`src/rtl/mem_port_ctrl_pkg.sv`:
```
// rtl/mem_port_ctrl_pkg.sv - shared widths, FSM state and transfer-kind types for mem_port_ctrl
package mem_port_ctrl_pkg;

   localparam int M_ADDR_L = 32;
   localparam int M_DATA_L = 32;
   localparam int CNT_W    = 4;

   typedef enum logic [1:0] {
      MPC_IDLE  = 2'd0,
      MPC_ISSUE = 2'd1,
      MPC_WAIT  = 2'd2,
      MPC_ACK   = 2'd3
   } mpc_state_t;

   typedef enum logic {
      KIND_READ  = 1'b0,
      KIND_WRITE = 1'b1
   } kind_t;

endpackage

```
`src/rtl/mem_port_ctrl_if.sv`:
```
// rtl/mem_port_ctrl_if.sv - CPU request/response and SRAM bus bundle for mem_port_ctrl
interface mem_port_ctrl_if import mem_port_ctrl_pkg::*; #(
   parameter int ADDR_W = M_ADDR_L,
   parameter int DATA_W = M_DATA_L
);
   logic              c_re;
   logic [ADDR_W-1:0] read_addr;
   logic              c_we;
   logic [ADDR_W-1:0] write_addr;
   logic [DATA_W-1:0] c_wdata;
   logic [DATA_W-1:0] c_rdata;
   logic              m_rack;
   logic              m_wack;
   logic              busy;
   logic              sram_ce;
   logic              sram_we;
   logic [ADDR_W-1:0] sram_addr;
   logic [DATA_W-1:0] sram_wdata;
   logic [DATA_W-1:0] sram_rdata;

   // master: CPU plus SRAM side, slave: the controller
   modport master (
      output c_re, read_addr, c_we, write_addr, c_wdata, sram_rdata,
      input  c_rdata, m_rack, m_wack, busy, sram_ce, sram_we, sram_addr, sram_wdata
   );

   modport slave (
      input  c_re, read_addr, c_we, write_addr, c_wdata, sram_rdata,
      output c_rdata, m_rack, m_wack, busy, sram_ce, sram_we, sram_addr, sram_wdata
   );

endinterface

```
`src/rtl/mem_port_ctrl_rr_arb2.sv`:
```
// rtl/mem_port_ctrl_rr_arb2.sv - two-request round-robin arbiter with one-cycle request masks
module rr_arb2 import mem_port_ctrl_pkg::*; (
   input  logic       clk,
   input  logic       rst,
   input  logic       req_rd,
   input  logic       req_wr,
   input  logic       take,
   input  logic       set_mask_rd,
   input  logic       set_mask_wr,
   output logic [1:0] gnt
);
   kind_t last_grant;
   logic  mask_rd;
   logic  mask_wr;
   logic  eff_rd;
   logic  eff_wr;

   // gnt is one-hot {write, read}; on contention the kind not served last wins
   always_comb begin
      eff_rd = req_rd & ~mask_rd;
      eff_wr = req_wr & ~mask_wr;
      gnt    = {eff_wr, eff_rd};
      if (eff_rd && eff_wr) begin
         gnt = (last_grant == KIND_WRITE) ? 2'b01 : 2'b10;
      end
   end

   // A mask is set only during ACK, so it lives for exactly the following IDLE cycle
   always_ff @(posedge clk or negedge rst) begin
      if (!rst) begin
         last_grant <= KIND_WRITE;
         mask_rd    <= 1'b0;
         mask_wr    <= 1'b0;
      end else begin
         mask_rd <= set_mask_rd;
         mask_wr <= set_mask_wr;
         if (take) begin
            last_grant <= gnt[1] ? KIND_WRITE : KIND_READ;
         end
      end
   end

endmodule

```
`src/rtl/mem_port_ctrl.sv`:
```
// rtl/mem_port_ctrl.sv - arbitrates CPU read/write requests onto one fixed-latency single-port SRAM
module mem_port_ctrl import mem_port_ctrl_pkg::*; #(
   parameter int ADDR_W   = M_ADDR_L,
   parameter int DATA_W   = M_DATA_L,
   parameter int SRAM_LAT = 2
) (
   input logic            clk,
   input logic            rst,
   mem_port_ctrl_if.slave bus
);
   localparam logic [CNT_W-1:0] LAT_INIT = CNT_W'(SRAM_LAT);
   localparam logic [CNT_W-1:0] CNT_ONE  = CNT_W'(1);

   mpc_state_t        state;
   kind_t             kind;
   logic [CNT_W-1:0]  cnt;
   logic [1:0]        gnt;
   logic              take;
   logic [DATA_W-1:0] c_rdata;
   logic [DATA_W-1:0] sram_wdata;
   logic [ADDR_W-1:0] sram_addr;
   logic              m_rack;
   logic              m_wack;
   logic              busy;
   logic              sram_ce;
   logic              sram_we;

   assign take = (state == MPC_IDLE) && (gnt != 2'b00);

   rr_arb2 u_arb (
      .clk         (clk),
      .rst         (rst),
      .req_rd      (bus.c_re),
      .req_wr      (bus.c_we),
      .take        (take),
      .set_mask_rd ((state == MPC_ACK) && (kind == KIND_READ)),
      .set_mask_wr ((state == MPC_ACK) && (kind == KIND_WRITE)),
      .gnt         (gnt)
   );

   always_ff @(posedge clk or negedge rst) begin
      if (!rst) begin
         state      <= MPC_IDLE;
         kind       <= KIND_READ;
         cnt        <= '0;
         c_rdata    <= '0;
         m_rack     <= 1'b0;
         m_wack     <= 1'b0;
         busy       <= 1'b0;
         sram_ce    <= 1'b0;
         sram_we    <= 1'b0;
         sram_addr  <= '0;
         sram_wdata <= '0;
      end else begin
         m_rack <= 1'b0;
         m_wack <= 1'b0;
         case (state)
            // Address and data are captured here; later CPU changes are ignored
            MPC_IDLE: begin
               if (take) begin
                  kind      <= gnt[1] ? KIND_WRITE : KIND_READ;
                  sram_ce   <= 1'b1;
                  sram_we   <= gnt[1];
                  sram_addr <= gnt[1] ? bus.write_addr : bus.read_addr;
                  if (gnt[1]) begin
                     sram_wdata <= bus.c_wdata;
                  end
                  busy  <= 1'b1;
                  state <= MPC_ISSUE;
               end
            end
            MPC_ISSUE: begin
               sram_ce <= 1'b0;
               sram_we <= 1'b0;
               cnt     <= LAT_INIT;
               state   <= MPC_WAIT;
            end
            MPC_WAIT: begin
               cnt <= cnt - CNT_ONE;
               if (cnt == CNT_ONE) begin
                  if (kind == KIND_READ) begin
                     c_rdata <= bus.sram_rdata;
                     m_rack  <= 1'b1;
                  end else begin
                     m_wack  <= 1'b1;
                  end
                  state <= MPC_ACK;
               end
            end
            MPC_ACK: begin
               busy  <= 1'b0;
               state <= MPC_IDLE;
            end
            default: state <= MPC_IDLE;
         endcase
      end
   end

   assign bus.c_rdata    = c_rdata;
   assign bus.m_rack     = m_rack;
   assign bus.m_wack     = m_wack;
   assign bus.busy       = busy;
   assign bus.sram_ce    = sram_ce;
   assign bus.sram_we    = sram_we;
   assign bus.sram_addr  = sram_addr;
   assign bus.sram_wdata = sram_wdata;

endmodule

```
`src/flat_wrapper.sv`:
```
// flat-port wrapper written by rule: the top's interface ports become plain ports
module mem_port_ctrl_flat import mem_port_ctrl_pkg::*;
#(
   parameter int ADDR_W   = M_ADDR_L,
   parameter int DATA_W   = M_DATA_L,
   parameter int SRAM_LAT = 2
)
  (clk, rst, bus_c_re, bus_read_addr, bus_c_we, bus_write_addr, bus_c_wdata, bus_sram_rdata, bus_c_rdata, bus_m_rack, bus_m_wack, bus_busy, bus_sram_ce, bus_sram_we, bus_sram_addr, bus_sram_wdata);
  mem_port_ctrl_if #(.ADDR_W(ADDR_W), .DATA_W(DATA_W)) bus_i ();
  input logic clk;
  input logic rst;
  input wire logic [$bits(bus_i.c_re)-1:0] bus_c_re;
  input wire logic [$bits(bus_i.read_addr)-1:0] bus_read_addr;
  input wire logic [$bits(bus_i.c_we)-1:0] bus_c_we;
  input wire logic [$bits(bus_i.write_addr)-1:0] bus_write_addr;
  input wire logic [$bits(bus_i.c_wdata)-1:0] bus_c_wdata;
  input wire logic [$bits(bus_i.sram_rdata)-1:0] bus_sram_rdata;
  output wire logic [$bits(bus_i.c_rdata)-1:0] bus_c_rdata;
  output wire logic [$bits(bus_i.m_rack)-1:0] bus_m_rack;
  output wire logic [$bits(bus_i.m_wack)-1:0] bus_m_wack;
  output wire logic [$bits(bus_i.busy)-1:0] bus_busy;
  output wire logic [$bits(bus_i.sram_ce)-1:0] bus_sram_ce;
  output wire logic [$bits(bus_i.sram_we)-1:0] bus_sram_we;
  output wire logic [$bits(bus_i.sram_addr)-1:0] bus_sram_addr;
  output wire logic [$bits(bus_i.sram_wdata)-1:0] bus_sram_wdata;
  assign bus_i.c_re = bus_c_re;
  assign bus_i.read_addr = bus_read_addr;
  assign bus_i.c_we = bus_c_we;
  assign bus_i.write_addr = bus_write_addr;
  assign bus_i.c_wdata = bus_c_wdata;
  assign bus_i.sram_rdata = bus_sram_rdata;
  assign bus_c_rdata = bus_i.c_rdata;
  assign bus_m_rack = bus_i.m_rack;
  assign bus_m_wack = bus_i.m_wack;
  assign bus_busy = bus_i.busy;
  assign bus_sram_ce = bus_i.sram_ce;
  assign bus_sram_we = bus_i.sram_we;
  assign bus_sram_addr = bus_i.sram_addr;
  assign bus_sram_wdata = bus_i.sram_wdata;
  mem_port_ctrl #(.ADDR_W(ADDR_W), .DATA_W(DATA_W), .SRAM_LAT(SRAM_LAT)) u_core (.clk(clk), .rst(rst), .bus(bus_i));
endmodule
```
`config.mk`:
```
export PLATFORM = sky130hd
export DESIGN_NAME = mem_port_ctrl_flat
export DESIGN_NICKNAME = d
export VERILOG_FILES = /design/src/rtl/mem_port_ctrl_pkg.sv /design/src/rtl/mem_port_ctrl_if.sv /design/src/rtl/mem_port_ctrl_rr_arb2.sv /design/src/rtl/mem_port_ctrl.sv /design/src/flat_wrapper.sv
export SDC_FILE = /design/constraint.sdc
export NUM_CORES = 1
export LEC_CHECK = 0
export ABC_AREA = 1
export CAP_MARGIN = 20
export CELL_PAD_IN_SITES_DETAIL_PLACEMENT = 0
export CELL_PAD_IN_SITES_GLOBAL_PLACEMENT = 1
export CORE_UTILIZATION = 29
export DETAILED_ROUTE_END_ITERATION = 10
export GPL_ROUTABILITY_DRIVEN = 0
export PLACE_DENSITY = 0.86
export SLEW_MARGIN = 20
export SYNTH_ARGS = -nofsm -noshare
export SYNTH_HDL_FRONTEND = slang
export SYNTH_SLANG_ARGS = --single-unit
```
`constraint.sdc`:
```
create_clock -name clk -period 1.75 [get_ports clk]
set_input_delay 0.35 -clock clk [delete_from_list [all_inputs] [get_ports clk]]
set_output_delay 0.35 -clock clk [all_outputs]
set_load 0.02 [all_outputs]
```
# ---- After elaboration in Yosys (flattened, before gate mapping)
# Cells that the tools add are included.
dict set report classes {
  n_bitwise 5
  eq_ne 6
  n_mul 0
  muxes 19
  shifts 0
  reduce_logical 15
  n_div 0
  addsub 1
  order_cmp 0
}
# op count
set ops {}
lappend ops {{two-way mux 32 bit} 1}
lappend ops {{two-way mux 1 bit} 9}
lappend ops {{two-way mux 2 bit} 4}
lappend ops {{case mux 2 bit (4 select lines)} 1}
lappend ops {{case mux 4 bit (2 select lines)} 1}
lappend ops {{AND reduction 2 bit} 4}
lappend ops {{nonzero test 2 bit} 4}
lappend ops {{case mux 1 bit (2 select lines)} 3}
lappend ops {{AND reduction 3 bit} 2}
lappend ops {{equality test 2 bit (second input constant)} 2}
lappend ops {{equality test 4 x 1 -> 1 bit (second input constant)} 1}
lappend ops {{logical AND 1 bit} 4}
lappend ops {{!= test 2 x 1 -> 1 bit (second input constant)} 2}
lappend ops {{subtractor 4 x 1 -> 4 bit (second input constant)} 1}
lappend ops {{NOT 1 bit} 3}
lappend ops {{bitwise AND 1 bit} 2}
lappend ops {{equality test 2 x 1 -> 1 bit (second input constant)} 1}
lappend ops {{logical NOT 2 bit} 1}
dict set report totals {
  out_inout_bits 101
  latch_bits 0
  mem_count 0
  ram_bits 0
  rom_bits 0
  regBits 111
}

# ---- Logic depth before layout (Yosys ltp)
# Gate-level depths: netlist of run 1.
dict set report logic_depth {
  ltp_word 8
  depth_mapped 8
  depth_no_buf 7
}

# ---- Modules after synthesis
# A second synthesis of run 1 with hierarchy kept.
dict set report unflattened {
  hier_cells 600
  hier_area_um2 4805.9
}
# mod area_per_inst_um2 seq_area_each_um2 instances cells_per_inst
set modules_own_cells {}
lappend modules_own_cells {mem_port_ctrl 4673.2 2702.6 1 585}
lappend modules_own_cells {rr_arb2 132.6 76.3 1 15}

# ---- Worst setup path after synthesis of run 1
# OpenSTA, ideal clock, no wires.
dict set report synth_timing {
  path_kind {register to register}
  startpoint {register u_core.state[0]}
  endpoint {register u_core.c_rdata[11], in the netlist u_core.bus.c_rdata[11]}
  n_path_buf 1
  required_time_ns 1.634
  path_stages_with_launch 7
  period_less_slack_ns 1.382
  slack_ns 0.368
  setup_time_ns 0.116
  t_arrival_ns 1.266
  cell_sequence {dfrtp_1 -> inv_1 -> ha_1 -> nand4_2 -> clkbuf_1 -> nand2_1 -> nand2_1}
}
dict set report synth_between {
  elab_chain_len 2
}
# item line_no
set synth_rtl {}
lappend synth_rtl {{from (decl)} mem_port_ctrl.sv:14} ;# mpc_state_t state;
lappend synth_rtl {{from (signal assigned)} mem_port_ctrl.sv:43} ;# state <= MPC_IDLE;
lappend synth_rtl {{from (signal assigned)} mem_port_ctrl.sv:69} ;# state <= MPC_ISSUE;
lappend synth_rtl {{from (signal assigned)} mem_port_ctrl.sv:76} ;# state <= MPC_WAIT;
lappend synth_rtl {{equality test 2 bit} mem_port_ctrl.sv:57} ;# case (state)
lappend synth_rtl {{AND reduction 3 bit (no line)} n/a}
lappend synth_rtl {{to (signal assigned)} mem_port_ctrl.sv:82} ;# c_rdata <= bus.sram_rdata;
lappend synth_rtl {{to (decl)} mem_port_ctrl.sv:19} ;# logic [DATA_W-1:0] c_rdata;
# Every way passes these cells.
# A chain may end at the register's enable or synchronous reset.

# ---- Worst setup path in the final report of run 1
dict set report layout_timing {
  startpoint {register u_core.sram_wdata[0], in the netlist u_core.bus.sram_wdata[0]}
  endpoint {output bus_sram_wdata[0]}
}
# item line_no
set layout_rtl {}
lappend layout_rtl {{from (decl)} mem_port_ctrl.sv:20} ;# logic [DATA_W-1:0] sram_wdata;
lappend layout_rtl {{from (signal assigned)} mem_port_ctrl.sv:66} ;# sram_wdata <= bus.c_wdata;
lappend layout_rtl {{to (decl)} flat_wrapper.sv:25} ;# output wire logic [$bits(bus_i.sram_wdata)-1:0] bus_sram_wdata;
# No word-level cell between the ends.

==> results_dict.tcl, run 1 <==
set metrics [dict create \
    status "completed" \
    slew_headroom_pct 79.5 \
    die_h_um 133 \
    critical-path-max-stage-delay_ns 0.62 \
    startpoint_type "flip-flop" \
    setup_viol 0 \
    cp_top_family "buffers and inverters" \
    finalCritPeriodShare_pct 96.9 \
    avgSynthCellArea_um2 7.91 \
    synth_edf_count 0 \
    synthCells 628 \
    grt_max_degree 53 \
    grt_pass1_vias 4586 \
    root_buffer "clkbuf_16" \
    ir_worst_vdd_uv 757 \
    worstMarginPinSlew_ns 0.308 \
    cp-end-kind "primary output" \
    rsz0062_at_grt "no" \
    synth_fp_nets 767 \
    power.leakage_nw 4.09 \
    cts.sinks 111 \
    hpwl_um 9810 \
    muxShareOfSynthArea_pct 0 \
    place_inst 1075 \
    netlist_top_cells_count "307 x nand2_1, 110 x dfrtp_1, 79 x inv_1" \
    drt_wl_total_um 13900 \
    maxCapViolCount 0 \
    drt_pre_antenna_iters 4 \
    fin_nets 1006 \
    yosys_register_bits 111 \
    synth_top_cell_by_area "dfrtp_1" \
    critPathArrivalTime_ns 1.35 \
    antenna_found_initial 0 \
    drtIter0Drc 186 \
    grt_usage_pct 16.2 \
    io_buffer_count 232 \
    synthXorXnorAreaFrac_pct 0 \
    critPathRequiredTime_ns 1.40 \
    synth_top_area_share_pct 55.4 \
    grt.overflow.total 0 \
    synth_area_mm2 0.00497 \
    clk_pin_slew_worst_paths_ns 0.08 \
    wire_per_inst_um 12.7 \
    final_cells 1092 \
    critPathSlowestCell "clkdlybuf4s50_1" \
    cts_buffer_depth 2 \
    vias_per_cell 4.24 \
    fp-row-count 47 \
    critPathBufInv 1 \
    yosys_warnings 0 \
    critPathKind "flip-flop to primary output" \
    synthSimpleGateAreaFrac_pct 32.0 \
    die_area_mm2 0.0177 \
    synth_seq_area_share_pct 55.9 \
    area_growth_pct 61.5 \
    die-width_um 133 \
    clock_skew_ns 0.0118 \
    initial_core_util_pct 29.9 \
    hold_class "input pin to asynchronous set/reset pin" \
    max_freq_mhz 590 \
    synth.area.top_cells "dfrtp_1 55%, nand2_1 23%, nand3_1 6.8%, inv_1 6.0%, ha_1 1.8%" \
    grt_pass1_wl_um 23000 \
    drtAntennaViolNets 0 \
    fin_crit_ns 1.70 \
    yosys.area_share.adder_pct 1.76 \
    htree_num_levels 3 \
    antenna_cells 0 \
    async_flop_share_pct 100 \
    vias 4635 \
    core_area_mm2 0.0166 \
    cellPowerDensity_mw_per_mm2 1630 \
    crit_chain "clkdlybuf4s50_1" \
    synth_cell_type_count 21 \
    synth-main-ff-cell "dfrtp_1" \
    final_max_slew_viol_count 0 \
    p_total_mw 13.1 \
    synth_top_family_by_area "simple AND/OR/NAND/NOR gates" \
    hold_violations 0 \
    cp_max_fo 2 \
    synth_compound_area_share_pct 1.06 \
    drc 0 \
    clk_latency_ns 0.36 \
    drive_gt1_share_pct 5.73 \
    cts_buffers 9 \
    yosys.cell_count.top_type "nand2_1" \
    ios 233 \
    fin_util_pct 48.2 \
    cts_tree "built" \
]
-- final timing paths --
path                                                       from                                  end  slack [ns]  depth (start not counted)
max reg2reg                         u_core.state[0]$_DFFE_PN0P_              u_core.kind$_DFFE_PN0P_        0.28                          6
min                                                         rst  u_core.bus.sram_addr[8]$_DFFE_PN0P_        0.43                          2
min in group clk                        u_core.kind$_DFFE_PN0P_       u_core.u_arb.mask_rd$_DFF_PN0_        0.47                          1
max in group asynchronous                                   rst  u_core.u_arb.last_grant$_DFFE_PN1P_        0.74                          3
min reg2reg                             u_core.kind$_DFFE_PN0P_       u_core.u_arb.mask_rd$_DFF_PN0_        0.47                          1
max                        u_core.bus.sram_wdata[0]$_DFFE_PN0P_                    bus_sram_wdata[0]        0.05                          1
-- state kept, by name, indices dropped and copies added, names as in the netlist --
register	count
u_core.bus.busy	1
u_core.bus.c_rdata	32
u_core.bus.m_rack	1
u_core.bus.m_wack	1
u_core.bus.sram_addr	32
u_core.bus.sram_ce	1
u_core.bus.sram_wdata	32
u_core.bus.sram_we	1
u_core.cnt	4
u_core.kind	1
u_core.state	2
u_core.u_arb.last_grant	1
u_core.u_arb.mask_rd	1
u_core.u_arb.mask_wr	1
-- metal layers --
metal	global-route usage, %	up-vias	share of wire (%)
met5	0	-	0
met4	5.36	0	1.1
met3	4.33	12	7.8
met2	25.5	166	44
met1	21.5	2093	47
li1	-	2364	-
-- metrics by stage --
stage / setup slack (ns) / TNS [ns] / hold WS [ns] / area [um^2]
final: 0.0539 / 0 / 0.426 / 8030
after global routing: 0.00466 / 0 / 0.442 / 8030
after CTS: 0.0195 / 0 / 0.420 / 8010
after detailed placement: -0.000289 / -0.000289 / 0.262 / 7690
after global placement: 0.0588 / 0 / 0.260 / 7690
after floorplan: 0.368 / 0 / 0.0544 / 4970
-- area by class of cell --
type	count	area, um^2
fillers	1586	8620
clock buffers	9	225
flip-flops and latches	111	2780
multi-input cells	406	1730
repair buffers	256	2620
inverters	83	312
clock inverters	7	88.8
well taps	220	275
-- cells by family (layout without fill, tap and decap cells) --
group	count (synthesis)	count (layout)
buffers and inverters	111	355
AOI/OAI and AO/OA	10	10
DFF	111	111
adders and majority gates	7	7
and+or+nand+nor	389	389
-- placed cells by master, fill, tap and decap left out, types with 2 or more instances in the layout --
master           count
a31oi_1              2
buf_12               8
buf_4               16
clkbuf_16            9
clkdlybuf4s50_1    226
clkinv_4             2
dfrtp_1            110
dlymetal6s2s_1       5
ha_1                 7
inv_1               79
inv_2                4
inv_6                2
nand2_1            307
nand3_1             68
nor2_1               7
o21ai_0              7
-- timing repair --
item / in CTS / in global routing
setup endpoints to repair: 0 / 5
hold buffers: 1 / 0
setup buffers: 0 / 0
hold endpoints to repair: 18 / 0
resized for setup: 0 / 5
-- power breakdown --
part | switching, mW | total [mW] | internal [mW]
registers | 0.627 | 4.33 | 3.70
logic | 3.55 | 6.57 | 3.02
clock network | 1.02 | 2.16 | 1.14
(Power assumes the default switching activity.)
==> run 2, diff against run 1 <==
--- a/config.mk
+++ b/config.mk
@@ -5,11 +5,10 @@
 export SDC_FILE = /design/constraint.sdc
 export NUM_CORES = 1
 export LEC_CHECK = 0
-export ABC_AREA = 1
 export CAP_MARGIN = 20
 export CELL_PAD_IN_SITES_DETAIL_PLACEMENT = 0
 export CELL_PAD_IN_SITES_GLOBAL_PLACEMENT = 1
-export CORE_UTILIZATION = 29
+export CORE_UTILIZATION = 32
 export DETAILED_ROUTE_END_ITERATION = 10
 export GPL_ROUTABILITY_DRIVEN = 0
 export PLACE_DENSITY = 0.86
==> results_dict.tcl, run 2 <==
set metrics [dict create \
    status "completed" \
    critPathSlowestCell "clkdlybuf4s50_1" \
    cp_top_family "buffers and inverters" \
    cts_buffer_depth 2 \
    max_freq_mhz 591 \
    layout_commonest_cell "clkdlybuf4s50_1" \
    grt_pass1_wl_um 24200 \
    vias 4283 \
    synth_top_family_by_area "compound AO/OA/AOI/OAI gates" \
    die-width_um 128 \
    cts_hold_buffers 0 \
    hpwl_um 10400 \
    synthXorXnorAreaFrac_pct 0 \
    power_frac_seq_pct 31.0 \
    yosys_warnings 0 \
    critPathKind "flip-flop to primary output" \
    wire_per_inst_um 17.8 \
    path_depth 1 \
    whs_ns 0.0473 \
    synthSimpleGateAreaFrac_pct 8.09 \
    clk_pin_slew_worst_paths_ns 0.08 \
    grt_max_degree 112 \
    power.share.clock_pct 16.3 \
    setup_viol 0 \
    cts_buffers 9 \
    top_regs "u_core.bus.c_rdata x32, u_core.bus.sram_addr x32, u_core.bus.sram_wdata x32" \
    cellPowerDensity_mw_per_mm2 1800 \
    fin_nets 772 \
    tns_ns 0 \
    critPathBufInv 1 \
    netSwitchingFraction_pct 36.6 \
    p_int_mw 9.38 \
    synth-main-ff-cell "dfrtp_1" \
    muxShareOfSynthArea_pct 14.7 \
    synth_cell_type_count 34 \
    fin_crit_ns 1.69 \
    die_h_um 128 \
    critPathRequiredTime_ns 1.40 \
    yosys.area_share.adder_pct 1.73 \
    rsz0062_at_grt "yes" \
    finalCritPeriodShare_pct 96.6 \
    clk_latency_ns 0.35 \
    cts.sinks 111 \
    clock_skew_ns 0.00442 \
    root_buffer "clkbuf_16" \
    hold_violations 0 \
    crit_chain "clkdlybuf4s50_1" \
    slew_headroom_pct 57.7 \
    yosys_register_bits 111 \
    avgSynthCellArea_um2 12.9 \
    synth_area_mm2 0.00506 \
    vias_per_cell 5.04 \
    async_flop_share_pct 100 \
    startpoint_type "flip-flop" \
    drtAntennaViolNets 0 \
    initial_core_util_pct 33.0 \
    worstMarginPinSlew_ns 0.634 \
    ios 233 \
    ir_worst_vdd_uv 1010 \
    r2r_slack_ns 0.06 \
    grt.overflow.total 0 \
    area_growth_pct 62.5 \
    io_buffer_count 232 \
    p_sw_mw 5.41 \
    synth.area.top_cells "dfrtp_1 54%, mux2_2 14%, a2bb2oi_1 6.1%, and3b_1 5.7%, a221oi_1 5.5%" \
    combPwrFrac_pct 52.7 \
    synth_seq_area_share_pct 54.9 \
    antenna_cells 0 \
    critPathArrivalTime_ns 1.34 \
    synth_top_area_share_pct 54.4 \
    synth_compound_area_share_pct 16.4 \
    netlist_top_cells_count "110 x dfrtp_1, 61 x mux2_2, 35 x a2bb2oi_1, 35 x o21ai_0, 33 x and3b_1" \
    final_cell_mix "222 x clkdlybuf4s50_1, 110 x dfrtp_1, 61 x mux2_2, 35 x o21ai_0, 35 x a2bb2oi_1" \
    power.leakage_nw 3.49 \
    maxCapViolCount 0 \
    drt_pre_antenna_iters 4 \
    fill_cells 1318 \
    antenna_found_initial 0 \
    final_max_slew_viol_count 0 \
    drt_wl_total_um 15100 \
    critical-path-max-stage-delay_ns 0.61 \
    htree_num_levels 3 \
    cp_max_fo 3 \
    regToRegEndpoint "u_core.bus.c_rdata[1]$_DFFE_PN0P_" \
    cp-end-kind "primary output" \
    yosys.cell_count.top_type "dfrtp_1" \
    drive_gt1_share_pct 19.0 \
    synth_fp_nets 530 \
    cts_tree "built" \
    drtIter0Drc 197 \
    drc 0 \
    die_area_mm2 0.0163 \
    synth_edf_count 0 \
    core_area_mm2 0.0153 \
    hold_class "input pin to asynchronous set/reset pin" \
    worstReg2RegStart "u_core.state[1]$_DFFE_PN0P_" \
    synth_top_cell_by_area "dfrtp_1" \
    fp-row-count 45 \
    grt_pass1_vias 4683 \
    grt_usage_pct 19.1 \
    r2r_cells 6 \
    synthCells 391 \
]
[run 2: area by class of cell]
type / count / area, um^2 / share of cell area [%]
clock buffers: 10 / 229 / 2.79
clock inverters: 6 / 118 / 1.43
inverters: 8 / 30.0 / 0.365
multi-input cells: 236 / 2090 / 25.4
flip-flops and latches: 111 / 2780 / 33.8
well taps: 211 / 264 / 3.21
repair buffers: 267 / 2710 / 33.0
[run 2: power by group through the flow]
stage | Sequential, mW | Combinational [mW] | Clock (mW)
3_5_place_dp | 4.62 | 7.74 | 0
6_report | 4.59 | 7.79 | 2.40
3_3_place_gp | 4.56 | 7.58 | 0
5_1_grt | 4.77 | 8.32 | 2.58
4_1_cts | 4.60 | 7.88 | 2.46
2_1_floorplan | 5.97 | 2.70 | 0
[run 2: worst max-delay path by stage]
stage | start | to | slack (ns)
floorplan | u_core.state[0]$_DFFE_PN0P_ | u_core.bus.sram_wdata[14]$_DFFE_PN0P_ | 0.02
global placement | bus_c_re | u_core.bus.sram_wdata[8]$_DFFE_PN0P_ | -0.21
detailed placement | bus_c_re | u_core.bus.sram_wdata[30]$_DFFE_PN0P_ | -0.22
CTS | u_core.bus.c_rdata[22]$_DFFE_PN0P_ | bus_c_rdata[22] | 0.02
global route | u_core.state[0]$_DFFE_PN0P_ | u_core.bus.sram_wdata[13]$_DFFE_PN0P_ | -0.02
finish | u_core.bus.sram_we$_DFFE_PN0P_ | bus_sram_we | 0.06
[run 2: kinds of logic after synthesis]
group / Yosys count
fa+ha+maj: 7
buf+inv: 44
mux: 66
simple gates: 52
compound gates: 111
flops: 111
[run 2: per-layer routing]
layer | global-route usage [%] | vias up | part of all wire (%)
met5 | 0 | - | 0
li1 | - | 1961 | -
met1 | 22.2 | 2098 | 40
met4 | 6.23 | 0 | 1.8
met3 | 7.43 | 23 | 9.7
met2 | 32.2 | 201 | 48
[run 2: through the flow]
step / utilization [%] / setup slack [ns] / power, mW / instances / cell area (um^2)
6_report: 53.7 / 0.0588 / 14.8 / 849 / 8220
5_1_grt: 53.7 / -0.0161 / 15.7 / 849 / 8220
4_1_cts: 53.3 / 0.0176 / 14.9 / 847 / 8170
3_5_place_dp: 50.7 / -0.224 / 12.4 / 828 / 7770
3_3_place_gp: 50.7 / -0.210 / 12.1 / 828 / 7770
2_1_floorplan: - / 0.0171 / 8.68 / 391 / 5060
[run 2: timing repair]
| action | CTS | global route |
|---|---|---|
| pin swaps | 1 | 1 |
| setup endpoints to repair | 34 | 72 |
| cloned | 1 | 1 |
| buffers inserted | 2 | 1 |
| resized for setup | 4 | 10 |
==> run 3, diff against run 2 <==
--- a/config.mk
+++ b/config.mk
@@ -9,6 +9,7 @@
 export CELL_PAD_IN_SITES_DETAIL_PLACEMENT = 0
 export CELL_PAD_IN_SITES_GLOBAL_PLACEMENT = 1
 export CORE_UTILIZATION = 32
+export CTS_CLUSTER_DIAMETER = 200
 export DETAILED_ROUTE_END_ITERATION = 10
 export GPL_ROUTABILITY_DRIVEN = 0
 export PLACE_DENSITY = 0.86
==> results of run 3 <==
Final layout, timing and power as in run 2 (identical DEF).
